File: src/rtl/hex_keypad_scanner.sv
// Purpose: scans a 4x4 active-low keypad, debounces press and release, keeps the last four key codes.
// Latency: a key is accepted DEBOUNCE_SCANS scan ticks after first detection; key_valid pulses the clk after that tick.
// Backpressure: none; key_valid is a one-clk pulse and value/key_code hold until the next accepted key.
//
// Ports:
//   clk        system clock, rising edge
//   clr_n      asynchronous active-low reset
//   row[3:0]   keypad row sense, active-low (pulled up externally)
//   col[3:0]   keypad column drive, active-low, one-cold
//   value[15:0] last four accepted codes, newest in [3:0]
//   key_code   code {row, col} of the most recent accepted key
//   key_valid  one-clk pulse on acceptance
//   key_held   high while the accepted key is still down
module hex_keypad_scanner #(
    parameter int SCAN_DIV_BITS  = 18,
    parameter int DEBOUNCE_SCANS = 4
) (
    input  logic        clk,
    input  logic        clr_n,
    input  logic [3:0]  row,
    output logic [3:0]  col,
    output logic [15:0] value,
    output logic [3:0]  key_code,
    output logic        key_valid,
    output logic        key_held
);

    typedef enum logic [1:0] {
        S_SCAN,
        S_DEBOUNCE,
        S_HELD,
        S_RELEASE
    } state_t;

    // The counter holds the number of stable ticks seen minus one at the moment of
    // the decision, so the final tick is recognised when cnt equals this value.
    localparam logic [3:0] DEB_LAST = 4'(DEBOUNCE_SCANS - 1);
    localparam logic [SCAN_DIV_BITS-1:0] DIV_ONE = {{(SCAN_DIV_BITS-1){1'b0}}, 1'b1};

    logic [SCAN_DIV_BITS-1:0] div;
    logic                     tick;
    logic [3:0]               row_s1;
    logic [3:0]               row_s2;
    state_t                   state;
    logic [1:0]               col_idx;
    logic [1:0]               row_idx;
    logic [3:0]               cnt;

    logic                     any_low;
    logic [1:0]               low_row;
    logic                     row_hit;

    function automatic logic [3:0] col_drive(input logic [1:0] idx);
        logic [3:0] one_hot;
        one_hot = 4'b0001 << idx;
        return ~one_hot;
    endfunction

    assign tick = &div;

    // Lowest-index low row wins when several rows are pulled low together.
    always_comb begin
        any_low = ~&row_s2;
        low_row = 2'd0;
        if (!row_s2[3]) low_row = 2'd3;
        if (!row_s2[2]) low_row = 2'd2;
        if (!row_s2[1]) low_row = 2'd1;
        if (!row_s2[0]) low_row = 2'd0;
    end

    // The captured key is still down when its row is low; the column is frozen
    // outside SCAN, so only the captured row needs watching.
    assign row_hit = ~row_s2[row_idx];

    always_ff @(posedge clk or negedge clr_n) begin
        if (!clr_n) begin
            div       <= '0;
            row_s1    <= 4'b1111;
            row_s2    <= 4'b1111;
            state     <= S_SCAN;
            col_idx   <= 2'd0;
            col       <= 4'b1110;
            row_idx   <= 2'd0;
            cnt       <= 4'd0;
            value     <= 16'h0000;
            key_code  <= 4'h0;
            key_valid <= 1'b0;
            key_held  <= 1'b0;
        end else begin
            div       <= div + DIV_ONE;
            row_s1    <= row;
            row_s2    <= row_s1;
            key_valid <= 1'b0;

            if (tick) begin
                case (state)
                    S_SCAN: begin
                        if (any_low) begin
                            row_idx <= low_row;
                            cnt     <= 4'd0;
                            state   <= S_DEBOUNCE;
                        end else begin
                            col_idx <= col_idx + 2'd1;
                            col     <= col_drive(col_idx + 2'd1);
                        end
                    end

                    S_DEBOUNCE: begin
                        if (row_hit) begin
                            if (cnt == DEB_LAST) begin
                                key_valid <= 1'b1;
                                key_code  <= {row_idx, col_idx};
                                value     <= {value[11:0], row_idx, col_idx};
                                key_held  <= 1'b1;
                                cnt       <= 4'd0;
                                state     <= S_HELD;
                            end else begin
                                cnt <= cnt + 4'd1;
                            end
                        end else begin
                            cnt     <= 4'd0;
                            col_idx <= col_idx + 2'd1;
                            col     <= col_drive(col_idx + 2'd1);
                            state   <= S_SCAN;
                        end
                    end

                    S_HELD: begin
                        if (!row_hit) begin
                            cnt   <= 4'd0;
                            state <= S_RELEASE;
                        end
                    end

                    S_RELEASE: begin
                        if (!row_hit) begin
                            if (cnt == DEB_LAST) begin
                                key_held <= 1'b0;
                                cnt      <= 4'd0;
                                col_idx  <= col_idx + 2'd1;
                                col      <= col_drive(col_idx + 2'd1);
                                state    <= S_SCAN;
                            end else begin
                                cnt <= cnt + 4'd1;
                            end
                        end else begin
                            // Release bounce: the key came back, no new press is reported.
                            cnt   <= 4'd0;
                            state <= S_HELD;
                        end
                    end

                    default: state <= S_SCAN;
                endcase
            end
        end
    end

endmodule
File: config.mk
export PLATFORM = sky130hd
export DESIGN_NAME = hex_keypad_scanner
export DESIGN_NICKNAME = d
export VERILOG_FILES = /design/src/rtl/hex_keypad_scanner.sv
export SDC_FILE = /design/constraint.sdc
export NUM_CORES = 1
export LEC_CHECK = 0
export CORE_MARGIN = 2
export CORE_UTILIZATION = 40
export DETAILED_ROUTE_END_ITERATION = 10
export DONT_BUFFER_PORTS = 1
export PLACE_DENSITY_LB_ADDON = 0.3
export SYNTH_ARGS = -nofsm -noshare
export SYNTH_HDL_FRONTEND = slang
export SYNTH_SLANG_ARGS = --single-unit
export TNS_END_PERCENT = 1
File: constraint.sdc
create_clock -name clk -period 5.2 [get_ports clk]
set_clock_uncertainty 0.05 [all_clocks]
set_input_delay 0.78 -clock clk [delete_from_list [all_inputs] [get_ports clk]]
set_output_delay 0.78 -clock clk [all_outputs]
set_load 0.05 [all_outputs]
==> metrics, run 1 <==
fillers just under 600; Placed Instances 270; cell at the root of the clock tree clkbuf_8; crit-path cells ha_1 -> or4bb_2 -> or4_4 -> nor4_4 -> mux2_2; ratio of cells with drive above 1 in the final layout 0.244; # rows 29; Max VDD drop 234 µV; via count around 1,500; mean post-synth cell area ~13 µm²; Port Buffers 0; Die Span X 83.8 µm; CTS max path bufs 2; RSZ-0062 raised after global routing false; Slew Viols, Final 0; Via density around 5.3; Core Box Area between 6000 and 7000 µm²; synth warn 0; GRT Util Overall 0.136; clk slew on worst S/H paths about 0.070 ns; CTS sink cnt 58; setup bufs post-CTS 0; total iterations of the first detailed-routing run 4; Rel. slew slack 0.207; fin cells about 290; crit start category flop; antenna violations before repair 0; Final Hold Viols 0; Layout Nets about 220; clock period minus worst slack 3.06 ns; Place WS between 2 and 2.5 ns; cts hold-fix bufs 0; cts bufs inserted 9; slew of the pin with the lowest slew margin ~1.2 ns; CP delay by family, top simple AND/OR/NAND/NOR gates; setup_tns 0 ns; Reg area 1470 µm²; Synth cell types 44; kind of critical path flop to flop; ANT nets after route 0; Avg WL per Cell between 10 and 15 µm; synth-to-layout area growth 9.29%; Max stage delay on crit path 0.77 ns; Max Freq between 0.3 and 0.4 GHz; Main synth FF type dfrtp_1; part of the Yosys area used for sequential elements 0.576; htree depth 3; EDFF count, synth 0; commonest non-fill, non-tap cell in the layout dfrtp_1; max_cap viols 0; IO Count 32; CTS tree done; commonest cells after routing, fill and taps aside dfrtp_1 (47), mux2_2 (17), inv_1 (13), xnor2_1 (12), dfstp_2 (11); final setup margin between 2 and 2.5 ns; Die H around 84 µm; class of the tightest hold or removal check input port to async pin; CP arrival approximately 3.2 ns; CP required roughly 5.4 ns; Leak about 1.2 nW; syn nets 212; PwrDens about 310 nW/µm²; final setup vio count 0; # DRC 0; gpl congestion 0.785; Crit Path Max Fanout 16; final worst-path cycle share 0.588; Critical Path End Type flop; vias in the first global route 1,504; post-CTS resize count 0; DRT iter0 DRCs 117; fin util 0.446; Starting Density 0.408; largest net degree at the start of global routing roughly 60; hpwl dp around 2800 µm; first-pass GRT wire length roughly 7300 µm; die area 7020 µm²; cell count after synthesis 200; Multi-input gate area slightly below 1000 µm²; clk_lat worst skew about 0.34 ns; slowest CP cell nor4_4; WL final approximately 4200 µm; ant diodes 0; crit path buf inv count 0; asr flop ratio synth 1.00; status completed; #FFs+latches synth between 50 and 60; Post-Syn Area around 2500 µm²; Overflow after GRT 0
worst register-to-register path, delay by kind of cell (launching register included):
kind	cells	cell delay (ns)
multiplexers	1	0.43
flip-flops	1	0.39
AND/OR/NAND/NOR	3	1.89
adder cells (fa/ha/maj)	1	0.20
where the power goes:
group,internal (mW),switching [mW],total [mW]
combinational,0.00163,0.00237,0.00399
clock,0.220,0.179,0.399
sequential,0.457,0.00164,0.459
Yosys cell counts (2+ instances only):
| library cell | count | area, µm² |
|---|---|---|
| nand4_1 | 7 | 43.8 |
| nand2_1 | 10 | 37.5 |
| nand3_1 | 9 | 45.0 |
| mux2_2 | 17 | 191 |
| dfstp_2 | 11 | 289 |
| o41ai_1 | 3 | 26.3 |
| ha_1 | 6 | 75.1 |
| a22o_1 | 2 | 17.5 |
| mux2i_1 | 6 | 60.1 |
| nor2_1 | 10 | 37.5 |
| nor3_1 | 3 | 15.0 |
| or4_1 | 3 | 22.5 |
| inv_1 | 13 | 48.8 |
| buf_4 | 5 | 37.5 |
| dfrtp_1 | 47 | 1180 |
| a21oi_1 | 2 | 10.0 |
| xor2_1 | 6 | 52.6 |
| xnor2_1 | 12 | 105 |
| nor4_1 | 3 | 18.8 |
stage by stage:
step / power [mW] / area [µm²] / hold WS, ns
global placement: 0.471 / 2590 / 0.297
finish: 0.861 / 2780 / 0.0814
floorplan: 0.470 / 2540 / 0.295
CTS: 0.879 / 2780 / 0.0562
global route: 0.898 / 2780 / 0.0464
detailed placement: 0.471 / 2590 / 0.298
area by class of cell:
| cell class | instances | share of cell area |
|---|---|---|
| inverter | 13 | 0.0175 |
| multi-input combinational | 122 | 0.352 |
| clock inverter | 7 | 0.0247 |
| sequential | 58 | 0.527 |
| tap | 77 | 0.0346 |
| clock buffer | 9 | 0.0445 |
worst paths after layout:
check / start / to / slack, ns / depth (start not counted)
worst max-delay path: cnt[0] / value[12] / 2.14 / 5
worst min-delay path: clr_n / div[3] / 0.08 / 0
worst max register to register: cnt[0] / value[12] / 2.14 / 5
worst min register to register: row_s1[2] / row_s2[2] / 0.30 / 0
max in group asynchronous: clr_n / row_s2[3] / 4.83 / 0
min in group clk: row_s1[2] / row_s2[2] / 0.30 / 0
kinds of logic after synthesis:
family,synth area share
AOI/OAI and AO/OA,0.0497
xor gates and xnor gates,0.0619
adders and majority gates,0.0295
buffers and inverters,0.0398
DFF,0.576
muxes,0.112
and+or+nand+nor,0.131
flip-flops by register name, indices dropped and copies added, names as in the netlist, named ones only:
register / count
col: 4
key_held: 1
row_s1: 4
col_idx: 2
row_s2: 4
div: 18
row_idx: 2
value: 16
key_valid: 1
cnt: 4
state: 1
per-layer routing:
layer | routed length, µm | track usage
met4 | 42 | 0.0513
met2 | 1860 | 0.181
met1 | 2160 | 0.188
met3 | 177 | 0.0702
met5 | 0 | 0
Note: power is estimated with default switching activity, not from simulation.
==> inputs of run 2 (changes only) <==
clock period = 3.1 ns   (was 5.2 ns; I/O delays follow)
==> run 2 against run 1 <==
Against the previous run: utilization rose by 1.5 points; register-to-register slack worse by 1.7 ns; clock power is 89% higher; die area did not move; worst setup slack lost 1.7 ns; maximum frequency is 15% higher; count of clock-buffer cells in the layout is 2 higher; critical path type unchanged; highest routed layer unchanged.
==> metrics, run 2 (synthesized netlist as in run 1, its figures left out) <==
fin util 0.461; met2 GRT Util 0.185; die area about 7000 µm²; gpl congestion 0.790; max_cap viols 0; Fin Hold WS ~0.08 ns; Die Span X about 84 µm; commonest cells after routing, fill and taps aside dfrtp_1 (47), mux2_2 (17), inv_1 (13), xnor2_1 (12), dfstp_2 (11); cts bufs inserted 9; final setup margin between 0.4 and 0.5 ns; Slew Viols, Final 0; clock period minus worst slack 2.65 ns; worst hold path depth 0; final setup vio count 0; Die H about 84 µm; Place WS 0.436 ns; htree depth 3; Crit Path Max Fanout 16; first-pass GRT wire length 7290 µm; DRT iter0 DRCs 95; Largest regs div (18), value (16); slew of the pin with the lowest slew margin about 0.96 ns; CP required 3.26 ns; # rows 29; largest net degree at the start of global routing just under 60; DP Area between 2000 and 3000 µm²; antenna violations before repair 0; IO Count 32; GRT Util Overall 0.134; fillers between 500 and 600; Avg WL per Cell 14.3 µm; kind of critical path flop to flop; cts hold-fix bufs 2; slowest CP cell or4bb_2; WL final 4170 µm; GRT met1 Usage 0.184; cell count along the critical path 6; crit-path cells ha_1 -> or4bb_2 -> or4_4 -> nor4_4 -> buf_4 -> mux2_2; CTS tree done; final worst-path cycle share 0.856; Via density between 5 and 6; Starting Density 0.408; Leak roughly 1.3 nW; Critical Path End Type flop; CTS sink cnt 58; hpwl dp 2770 µm; M3 GR Usage 0.0574; setup bufs post-CTS 0; RSZ-0062 raised after global routing false; ratio of cells with drive above 1 in the final layout 0.256; Port Buffers 0; total iterations of the first detailed-routing run 4; post-route cell area 2880 µm²; Final Hold Viols 0; crit path buf inv count 1; worst hold start row[0]; global route hottest layer met2; synth-to-layout area growth 13.0%; ant diodes 0; clk slew on worst S/H paths ~0.060 ns; Rel. slew slack 0.361; largest register by flop count div; Max VDD drop 493 µV; setup_tns 0 ns; Worst Hold End row_s1[0]; clk_lat worst skew 0.33 ns; ANT nets after route 0; CP delay by family, top simple AND/OR/NAND/NOR gates; crit start category flop; status completed; CP arrival approximately 2.8 ns; vias in the first global route between 1,000 and 1,500; Max Freq between 0.3 and 0.4 GHz; post-CTS resize count 0; via count ~1,500; Max stage delay on crit path 0.65 ns; Core Box Area between 6000 and 7000 µm²; CTS max path bufs 2; reg2reg path depth 6; max reg flops 18; Layout Nets between 200 and 250; reg-to-reg setup timing slack between 0.4 and 0.5 ns; cell at the root of the clock tree clkbuf_8; r2r startpoint cnt[0]; commonest non-fill, non-tap cell in the layout dfrtp_1; PwrDens approximately 540 nW/µm²; class of the tightest hold or removal check input port to flop; # DRC 0; Reg2Reg Capture Point value[7]; Overflow after GRT 0
## run 2: how the worst max path moves through the flow
| stage | end | startpoint |
|---|---|---|
| after floorplan | value[10] | cnt[0] |
| after global placement | value[6] | cnt[0] |
| after detailed placement | value[12] | cnt[0] |
| after CTS | value[12] | cnt[0] |
| after global routing | value[2] | cnt[0] |
| final | value[7] | cnt[0] |
## run 2: where the power goes
| part | switching [mW] | total, mW | internal, mW |
|---|---|---|---|
| sequential | 0.00257 | 0.769 | 0.767 |
| combinational | 0.0184 | 0.0260 | 0.00761 |
| clock | 0.281 | 0.753 | 0.471 |
## run 2: worst reg2reg max path, cell delays in order, from the launching register on
cell and delay [ns]:
dfrtp_1 0.39, ha_1 0.20, or4bb_2 0.65, or4_4 0.47, nor4_4 0.14, buf_4 0.27, mux2_2 0.37
## run 2: per-layer routing
metal,share of wire,vias to the layer above
met1,0.49,738
met4,0.015,0
met3,0.041,6
li1,-,733
met5,0,-
met2,0.45,23
## run 2: cell type report
type                    count  area [µm²]  share of cell area
well taps                  77        96.3              0.0335
clock inverters             5        77.6              0.0270
flip-flops and latches     58        1470               0.510
inverters                  13        48.8              0.0170
repair buffers              6        67.6              0.0235
clock buffers              11         141              0.0492
multi-input cells         122         978               0.340
## run 2: stage by stage
stage | std cells | power (mW)
CTS | 292 | 1.57
global placement | 274 | 0.790
global route | 292 | 1.61
finish | 292 | 1.55
floorplan | 200 | 0.788
detailed placement | 274 | 0.790
